===== config.mk =====
export PLATFORM = sky130hd
export DESIGN_NAME = spi_master_cfg
export DESIGN_NICKNAME = d
export VERILOG_FILES = /design/src/rtl/spi_pkg.sv /design/src/rtl/spi_clkgen.sv /design/src/rtl/spi_master_cfg.sv
export SDC_FILE = /design/constraint.sdc
export NUM_CORES = 1
export LEC_CHECK = 0
export CORE_UTILIZATION = 52
export DETAILED_ROUTE_END_ITERATION = 8
export PLACE_DENSITY = 0.87
export REMOVE_ABC_BUFFERS = 1
export SLEW_MARGIN = 15
export SYNTH_ARGS = -nofsm -noshare
export SYNTH_HDL_FRONTEND = slang
export SYNTH_SLANG_ARGS = --single-unit

===== constraint.sdc =====
create_clock -name clk -period 1.8 [get_ports clk]
set_input_delay 0.36 -clock clk [delete_from_list [all_inputs] [get_ports clk]]
set_output_delay 0.36 -clock clk [all_outputs]
set_load 0.02 [all_outputs]

===== src/rtl/spi_pkg.sv =====
// Shared types and constants for the configurable SPI master.
package spi_pkg;

  typedef enum logic [1:0] {
    StIdle,
    StSetup,
    StShift,
    StHold
  } spi_state_e;

  // SPI modes encoded as {cpol, cpha}
  localparam logic [1:0] SPI_MODE0 = 2'b00;
  localparam logic [1:0] SPI_MODE1 = 2'b01;
  localparam logic [1:0] SPI_MODE2 = 2'b10;
  localparam logic [1:0] SPI_MODE3 = 2'b11;

  // Ceiling log2, never below 1 so it can size a vector directly.
  function automatic int unsigned clog2(input int unsigned n);
    int unsigned r;
    r = 0;
    while ((32'd1 << r) < n) r++;
    return (r == 0) ? 1 : r;
  endfunction

endpackage


===== src/rtl/spi_clkgen.sv =====
// SCLK generator: CLKDIV-cycle tick counter, SCLK level and leading/trailing edge strobes.
module spi_clkgen import spi_pkg::*; #(
  parameter int unsigned CLKDIV = 2
) (
  input  logic clk,
  input  logic rst,
  input  logic en,
  input  logic sclk_en,
  input  logic cpol,
  output logic tick,
  output logic lead,
  output logic trail,
  output logic sclk
);

  localparam int unsigned CW = clog2(CLKDIV);
  localparam logic [CW-1:0] CntMax = CW'(CLKDIV - 1);

  logic [CW-1:0] cnt_q, cnt_d;
  logic          sclk_q, sclk_d;

  always_comb begin
    tick   = en && (cnt_q == CntMax);
    lead   = tick && sclk_en && (sclk_q == cpol);
    trail  = tick && sclk_en && (sclk_q != cpol);
    cnt_d  = (!en || tick) ? '0 : cnt_q + CW'(1);
    // Outside SHIFT the clock rests at the polarity level
    sclk_d = sclk_en ? (sclk_q ^ tick) : cpol;
  end

  always_ff @(posedge clk or posedge rst) begin
    if (rst) begin
      cnt_q  <= '0;
      sclk_q <= 1'b0;
    end else begin
      cnt_q  <= cnt_d;
      sclk_q <= sclk_d;
    end
  end

  assign sclk = sclk_q;

endmodule


===== src/rtl/spi_master_cfg.sv =====
// Parametrised full-duplex SPI master: one word per bus write, all four modes, one-hot slave select.
module spi_master_cfg import spi_pkg::*; #(
  parameter int unsigned DWIDTH    = 8,
  parameter int unsigned NSS       = 1,
  parameter int unsigned CLKDIV    = 2,
  parameter bit          LSB_FIRST = 1'b0
) (
  input  logic                  clk,
  input  logic                  rst,
  input  logic                  cs,
  input  logic                  rd,
  input  logic                  wr,
  input  logic [DWIDTH-1:0]     din,
  input  logic                  cpol,
  input  logic                  cpha,
  input  logic [clog2(NSS)-1:0] ss_sel,
  output logic [DWIDTH-1:0]     dout,
  input  logic                  miso,
  output logic                  mosi,
  output logic                  sclk,
  output logic [NSS-1:0]        ss_n,
  output logic                  busy,
  output logic                  done
);

  localparam int unsigned SSW = clog2(NSS);
  localparam int unsigned ECW = clog2(2 * DWIDTH + 1);
  localparam logic [ECW-1:0] LastEdge = ECW'(2 * DWIDTH - 1);

  spi_state_e        state_q, state_d;
  logic              cpol_q, cpol_d, cpha_q, cpha_d;
  logic [SSW-1:0]    sel_q, sel_d;
  logic [DWIDTH-1:0] tx_q, rx_q, dout_q;
  logic [ECW-1:0]    edge_q;
  logic              mosi_q, done_q, done_d, busy_q, busy_d;
  logic [NSS-1:0]    ss_n_q, ss_n_d;
  logic              wr_acc, tick, lead, trail, clk_en, sclk_en, upd, smp;

  function automatic logic out_bit(input logic [DWIDTH-1:0] w);
    return LSB_FIRST ? w[0] : w[DWIDTH-1];
  endfunction

  function automatic logic [DWIDTH-1:0] shift_out(input logic [DWIDTH-1:0] w);
    return LSB_FIRST ? {1'b0, w[DWIDTH-1:1]} : {w[DWIDTH-2:0], 1'b0};
  endfunction

  function automatic logic [DWIDTH-1:0] shift_in(input logic [DWIDTH-1:0] w, input logic b);
    return LSB_FIRST ? {b, w[DWIDTH-1:1]} : {w[DWIDTH-2:0], b};
  endfunction

  always_comb begin
    wr_acc = cs && wr && !rd && (state_q == StIdle);
    cpol_d = wr_acc ? cpol   : cpol_q;
    cpha_d = wr_acc ? cpha   : cpha_q;
    sel_d  = wr_acc ? ss_sel : sel_q;
    upd    = cpha_q ? lead  : trail;
    smp    = cpha_q ? trail : lead;
  end

  // cpol_d lets sclk move to the new idle level on the accepting edge itself
  spi_clkgen #(
    .CLKDIV (CLKDIV)
  ) u_clkgen (
    .clk     (clk),
    .rst     (rst),
    .en      (clk_en),
    .sclk_en (sclk_en),
    .cpol    (cpol_d),
    .tick    (tick),
    .lead    (lead),
    .trail   (trail),
    .sclk    (sclk)
  );

  always_ff @(posedge clk or posedge rst) begin
    if (rst) state_q <= StIdle;
    else     state_q <= state_d;
  end

  always_comb begin
    state_d = state_q;
    unique case (state_q)
      StIdle:  if (wr_acc) state_d = StSetup;
      StSetup: if (tick) state_d = StShift;
      StShift: if (tick && (edge_q == LastEdge)) state_d = StHold;
      StHold:  if (tick) state_d = StIdle;
      default: state_d = StIdle;
    endcase
  end

  always_comb begin
    clk_en  = (state_q != StIdle);
    sclk_en = (state_q == StShift);
    busy_d  = (state_d != StIdle);
    done_d  = (state_q == StHold) && (state_d == StIdle);
    ss_n_d  = '1;
    if (state_d != StIdle) ss_n_d = ~(NSS'(1) << sel_d);
  end

  always_ff @(posedge clk or posedge rst) begin
    if (rst) begin
      cpol_q <= 1'b0;
      cpha_q <= 1'b0;
      sel_q  <= '0;
      tx_q   <= '0;
      rx_q   <= '0;
      dout_q <= '0;
      edge_q <= '0;
      mosi_q <= 1'b0;
      done_q <= 1'b0;
      busy_q <= 1'b0;
      ss_n_q <= '1;
    end else begin
      cpol_q <= cpol_d;
      cpha_q <= cpha_d;
      sel_q  <= sel_d;
      done_q <= done_d;
      busy_q <= busy_d;
      ss_n_q <= ss_n_d;
      if (wr_acc) begin
        edge_q <= '0;
        rx_q   <= '0;
        // CPHA=0 presents the first bit during SETUP; CPHA=1 waits for the first leading edge
        tx_q   <= cpha ? din : shift_out(din);
        if (!cpha) mosi_q <= out_bit(din);
      end else begin
        if (lead || trail) edge_q <= edge_q + ECW'(1);
        if (upd) begin
          mosi_q <= out_bit(tx_q);
          tx_q   <= shift_out(tx_q);
        end
        if (smp) rx_q <= shift_in(rx_q, miso);
      end
      if (done_d) dout_q <= rx_q;
    end
  end

  assign dout = dout_q;
  assign mosi = mosi_q;
  assign ss_n = ss_n_q;
  assign busy = busy_q;
  assign done = done_q;

endmodule

**Word level (Yosys, flattened, before mapping)**

Cells that the tools add are included.

- Register bits: 40
- Bits of input ports: 17

- $add $sub $neg: 2
- Equal/unequal tests: 7
- Shift operators: 1
- Multiplexer cells: 22
- Bitwise gates (word level): 2
- Reduce and logical (&&, ||, !) cells: 21

Operators by type and width:

| kind | count |
|---|---|
| 8-bit 2-to-1 mux | 5 |
| 1-bit 2-to-1 mux | 10 |
| 5-bit 2-to-1 mux | 2 |
| 2-bit nonzero test | 5 |
| 1-bit logical AND | 9 |
| 2-bit 2-to-1 mux | 4 |
| 2-bit case mux with 4 select lines | 1 |
| 5-bit by 1-bit adder with 5-bit output (second input constant) | 1 |
| 5-bit by 4-bit == test with 1-bit output (second input constant) | 1 |
| 2-bit == test (second input constant) | 2 |
| 2-bit logical NOT | 2 |
| 2-bit by 1-bit == test with 1-bit output (second input constant) | 1 |
| 1-bit logical NOT | 2 |
| 1-bit logical OR | 2 |
| 2-bit inequality test (second input constant) | 1 |
| 2-bit AND reduction | 1 |
| 1-bit adder (second input constant) | 1 |
| 1-bit == test | 1 |
| 1-bit inequality test | 1 |
| 1-bit NOT | 1 |
| 1-bit by 1-bit << shifter with 1-bit output (first input constant) | 1 |
| 1-bit bitwise XOR | 1 |

**Longest topological paths before layout**

- Depth in word-level cells: 9
- Mapped depth: 8

**Modules after synthesis**

From an unflattened synthesis, not the netlist that was laid out.

- Cell total of the unflattened synthesis: 172
- Area total of the unflattened synthesis: 1895.6 sq um

By module, submodules not included:

| module | instances | cells an instance | area an instance (sq um) | seq. area each (sq um) |
|---|---|---|---|---|
| spi_master_cfg | 1 | 159 | 1775.5 | 952.2 |
| spi_clkgen | 1 | 13 | 120.1 | 50.0 |

**Worst setup path after synthesis**

No wires, ideal clock.

- Kind: flip-flop to flip-flop
- Start point: reg state_q[1]
- End point: reg u_clkgen.sclk_q (netlist: u_clkgen.sclk)
- Setup time: 0.125 ns
- Arrival: 1.456 ns
- Required time: 1.675 ns
- Setup slack: 0.219 ns
- Stages on the path, launching flop included: 6
- Period minus slack after synthesis: 1.581 ns
- Cell sequence: dfrtp_1 nor2_2 and4b_1 buf_6 mux2_4 mux2_2

- Cells in the longest elaborated chain, start to end: 4
- Elaborated cells between the ends (all ways): 8
- Those cells by class: eq/ne (1); mux (2); bitwise (1); reduce/logical (4)

RTL lines:

| item | RTL line | RTL |
|---|---|---|
| start: declaration | spi_master_cfg.sv:30 | `spi_state_e state_q, state_d;` |
| start signal: assignment | spi_master_cfg.sv:76 | `if (rst) state_q <= StIdle;` |
| start signal: assignment | spi_master_cfg.sv:77 | `else state_q <= state_d;` |
| 2-bit logical NOT | spi_master_cfg.sv:52 | `wr_acc = cs && wr && !rd && (state_q == StIdle);` |
| 1-bit logical AND | spi_master_cfg.sv:52 |  |
| 1-bit 2-to-1 mux | spi_master_cfg.sv:53 | `cpol_d = wr_acc ? cpol : cpol_q;` |
| net cpol_d | spi_master_cfg.sv:31 | `logic cpol_q, cpol_d, cpha_q, cpha_d;` |
| 1-bit 2-to-1 mux | spi_clkgen.sv:28 | `sclk_d = sclk_en ? (sclk_q ^ tick) : cpol;` |
| net u_clkgen.sclk_d | spi_clkgen.sv:20 | `logic sclk_q, sclk_d;` |
| end signal: assignment | spi_clkgen.sv:37 | `sclk_q <= sclk_d;` |
| end: declaration | spi_clkgen.sv:20 |  |

The timed path passes the listed nets, and every way through them passes these cells.
A chain may end at the register's enable or synchronous reset.

**Worst setup path after layout**

- Start point: reg dout_q[0] (netlist: dout[0])
- End point: out dout[0]

RTL lines:

| item | RTL line | RTL |
|---|---|---|
| start: declaration | spi_master_cfg.sv:33 | `logic [DWIDTH-1:0] tx_q, rx_q, dout_q;` |
| start signal: assignment | spi_master_cfg.sv:134 | `if (done_d) dout_q <= rx_q;` |
| end: declaration | spi_master_cfg.sv:17 | `output logic [DWIDTH-1:0] dout,` |

No word-level cell between the ends.

==> flow_metrics.tcl <==
set metrics [dict create \
    nets 233 \
    rr_worst_depth 4 \
    cp.required_ns 1.44 \
    htreeDepth 2 \
    yosys_warnings 0 \
    ys_ff_latch 40 \
    critPathMaxStageDelay_ns 0.63 \
    ys_seq_area_share_pct 56.1 \
    coreArea_sq_mm 0.00315 \
    ctsResizeCount 2 \
    setup.worst_path.start "dout[0]" \
    numCtsBuffers 5 \
    cp_num_buf_inv 1 \
    clk_path_buf_depth 2 \
    fmax_mhz 571 \
    wire_per_inst_um 13.3 \
    grt_max_degree 41 \
    cts_sinks 40 \
    ant_nets 0 \
    synth_cell_type_count 34 \
    critPathSlowestCell "clkdlybuf4s50_1" \
    vdd_ir_drop_max_v 0.000631 \
    chipWidth_um 60.6 \
    diodes 0 \
    finalWirelength_um 3450 \
    status "complete, no violations" \
    slew_viol_final 0 \
    antenna_found_initial 0 \
    crit_type "reg -> out" \
    fill_cells 251 \
    synth.top_cell.area_share_pct 54.6 \
    rsz0062_at_grt "false" \
    critical_path_arrival_ns 1.39 \
    place_congestion 0.728 \
    maxCapViolations 0 \
    hold_path.class "in -> async" \
    drt_pass1_iterations 5 \
    fin_crit_sh_pct 97.3 \
    area_delta_synth_final_pct 24.9 \
    timing.rr.end "u_clkgen.sclk" \
    max-slew-margin-rel_pct 70.0 \
    die-area_sq_mm 0.00368 \
    synth_edf_count 0 \
    drc 0 \
    grt_pass1_vias 1376 \
    via_per_inst 5.37 \
    synth_commonest_cells "nand2_1, dfrtp_1, mux2i_1, o21ai_0" \
    cts_tree "done" \
    post-cts-setup-buffer-count 0 \
    dpl.hpwl_um 2520 \
    synth.most_common_cell "nand2_1" \
    ys_top_cells_by_area "dfrtp_1, nand2_1, mux2i_1, o221ai_1, o21ai_0" \
    ys.flop_type "dfrtp_1" \
    instances_no_fill 259 \
    worst_slew_pin_slew_ns 0.450 \
    syn_area_sq_mm 0.00179 \
    io_buffers 29 \
    crit_chain "clkdlybuf4s50_1" \
    grt_first_pass_wirelength_um 5780 \
    avgSynthCellArea_sq_um 9.82 \
    vias 1392 \
    dp_cells 251 \
    hold_viol_final 0 \
    grtUsageTotal_pct 22.2 \
    cts_root_buf "clkbuf_4" \
    crit_fanout 2 \
    synthCells 182 \
    clock_latency_ns 0.36 \
    crit_family "buffers and inverters" \
    end_kind "primary output" \
    period_needed_ns 1.75 \
    p_per_area_mw_per_mm2 1400 \
    r2r-start "state_q[1]" \
    die_y_um 60.6 \
    power_leakage_nw 1.07 \
    async_flop_share_pct 100 \
    start_kind "flip-flop" \
    skew_ns 0.0140 \
    start_util_pct 56.7 \
    drive_gt1_share_pct 9.30 \
    whs_ns 0.366 \
    clk_pin_slew_worst_paths_ns 0.13 \
    num_rows 20 \
    io-pin-count 30 \
    gr-total-overflow 0 \
    ff2ff_setup_slack_ns 0.16 \
    finalSetupViolations 0 \
    cp.depth 1 \
    drtIter0Drc 52 \
    hold_buffers 0 \
    netlist.top_cell.by_area "dfrtp_1" \
    endpoint "dout[0]" \
]
-- worst min-delay path by stage --
stage | end | slack, ns | cells past startpoint
after detailed placement | tx_q[6] | 0.47 | 2
final | rx_q[3] | 0.37 | 3
after floorplan | dout[7] | 0.44 | 2
after CTS | dout[0] | 0.37 | 3
after global placement | dout[7] | 0.45 | 2
after global routing | rx_q[0] | 0.39 | 3
-- flip-flops by register name, summed over array words and instances (netlist names) --
signal          flops
done                1
sel_q               1
rx_q                8
mosi                1
edge_q              5
u_clkgen.sclk       1
dout                8
busy                1
cpha_q              1
cpol_q              1
u_clkgen.cnt_q      1
tx_q                8
state_q             2
ss_n                1
-- layout by cell type, fill, tap and decap left out, types with 3 or more instances in the layout --
master | netlist | layout
o221ai_1 | 7 | 7
nand2_1 | 63 | 63
dfrtp_1 | 39 | 39
buf_4 | 1 | 5
nor2_1 | 6 | 6
inv_1 | 7 | 7
o21ai_0 | 8 | 8
a21oi_1 | 3 | 3
xor2_1 | 3 | 3
clkbuf_4 | 0 | 5
mux2i_1 | 8 | 8
clkdlybuf4s50_1 | 0 | 27
o21ai_1 | 4 | 4
-- report_power, final --
part,switching [mW],internal (mW)
clock network,0.307,0.297
logic,0.537,0.512
registers,0.243,1.22
-- per-layer routing --
layer  part of all wire, %  GRT usage [%]
met3                   4.9           7.04
met2                    52           38.6
met1                    43           24.7
met5                     0              0
met4                  0.73           10.4
-- cells by family (layout without fill, tap and decap cells) --
family	Yosys count	after routing	synth area share, %
compound gates	24	24	8.68
xor+xnor	6	6	3.71
fa+ha+maj	2	2	1.40
buf+inv	18	51	4.83
flops	40	40	56.1
mux	10	10	5.95
simple gates	82	82	19.4
-- final cells by class --
type	count	area (sq um)	area share, %
Tap cell	44	55.1	2.46
Sequential cell	40	1000	44.9
Multi-Input combinational cell	124	699	31.3
Timing Repair Buffer	36	365	16.4
Inverter	7	26.3	1.18
Clock buffer	5	37.5	1.68
Clock inverter	3	47.5	2.13
-- per-stage QoR --
step	cell area, sq um	total power [mW]	util [%]	TNS, ns	setup WS (ns)
6_report	2230	3.12	70.8	0	0.0488
5_1_grt	2230	3.33	70.8	0	0.0146
3_3_place_gp	2150	2.46	68.2	0	0.0351
4_1_cts	2230	3.14	70.8	0	0.0440
2_1_floorplan	1730	2.09	-	-0.0615	-0.0615
3_5_place_dp	2150	2.55	68.2	0	0.0215
No activity file was read; power rests on OpenSTA's default activity.
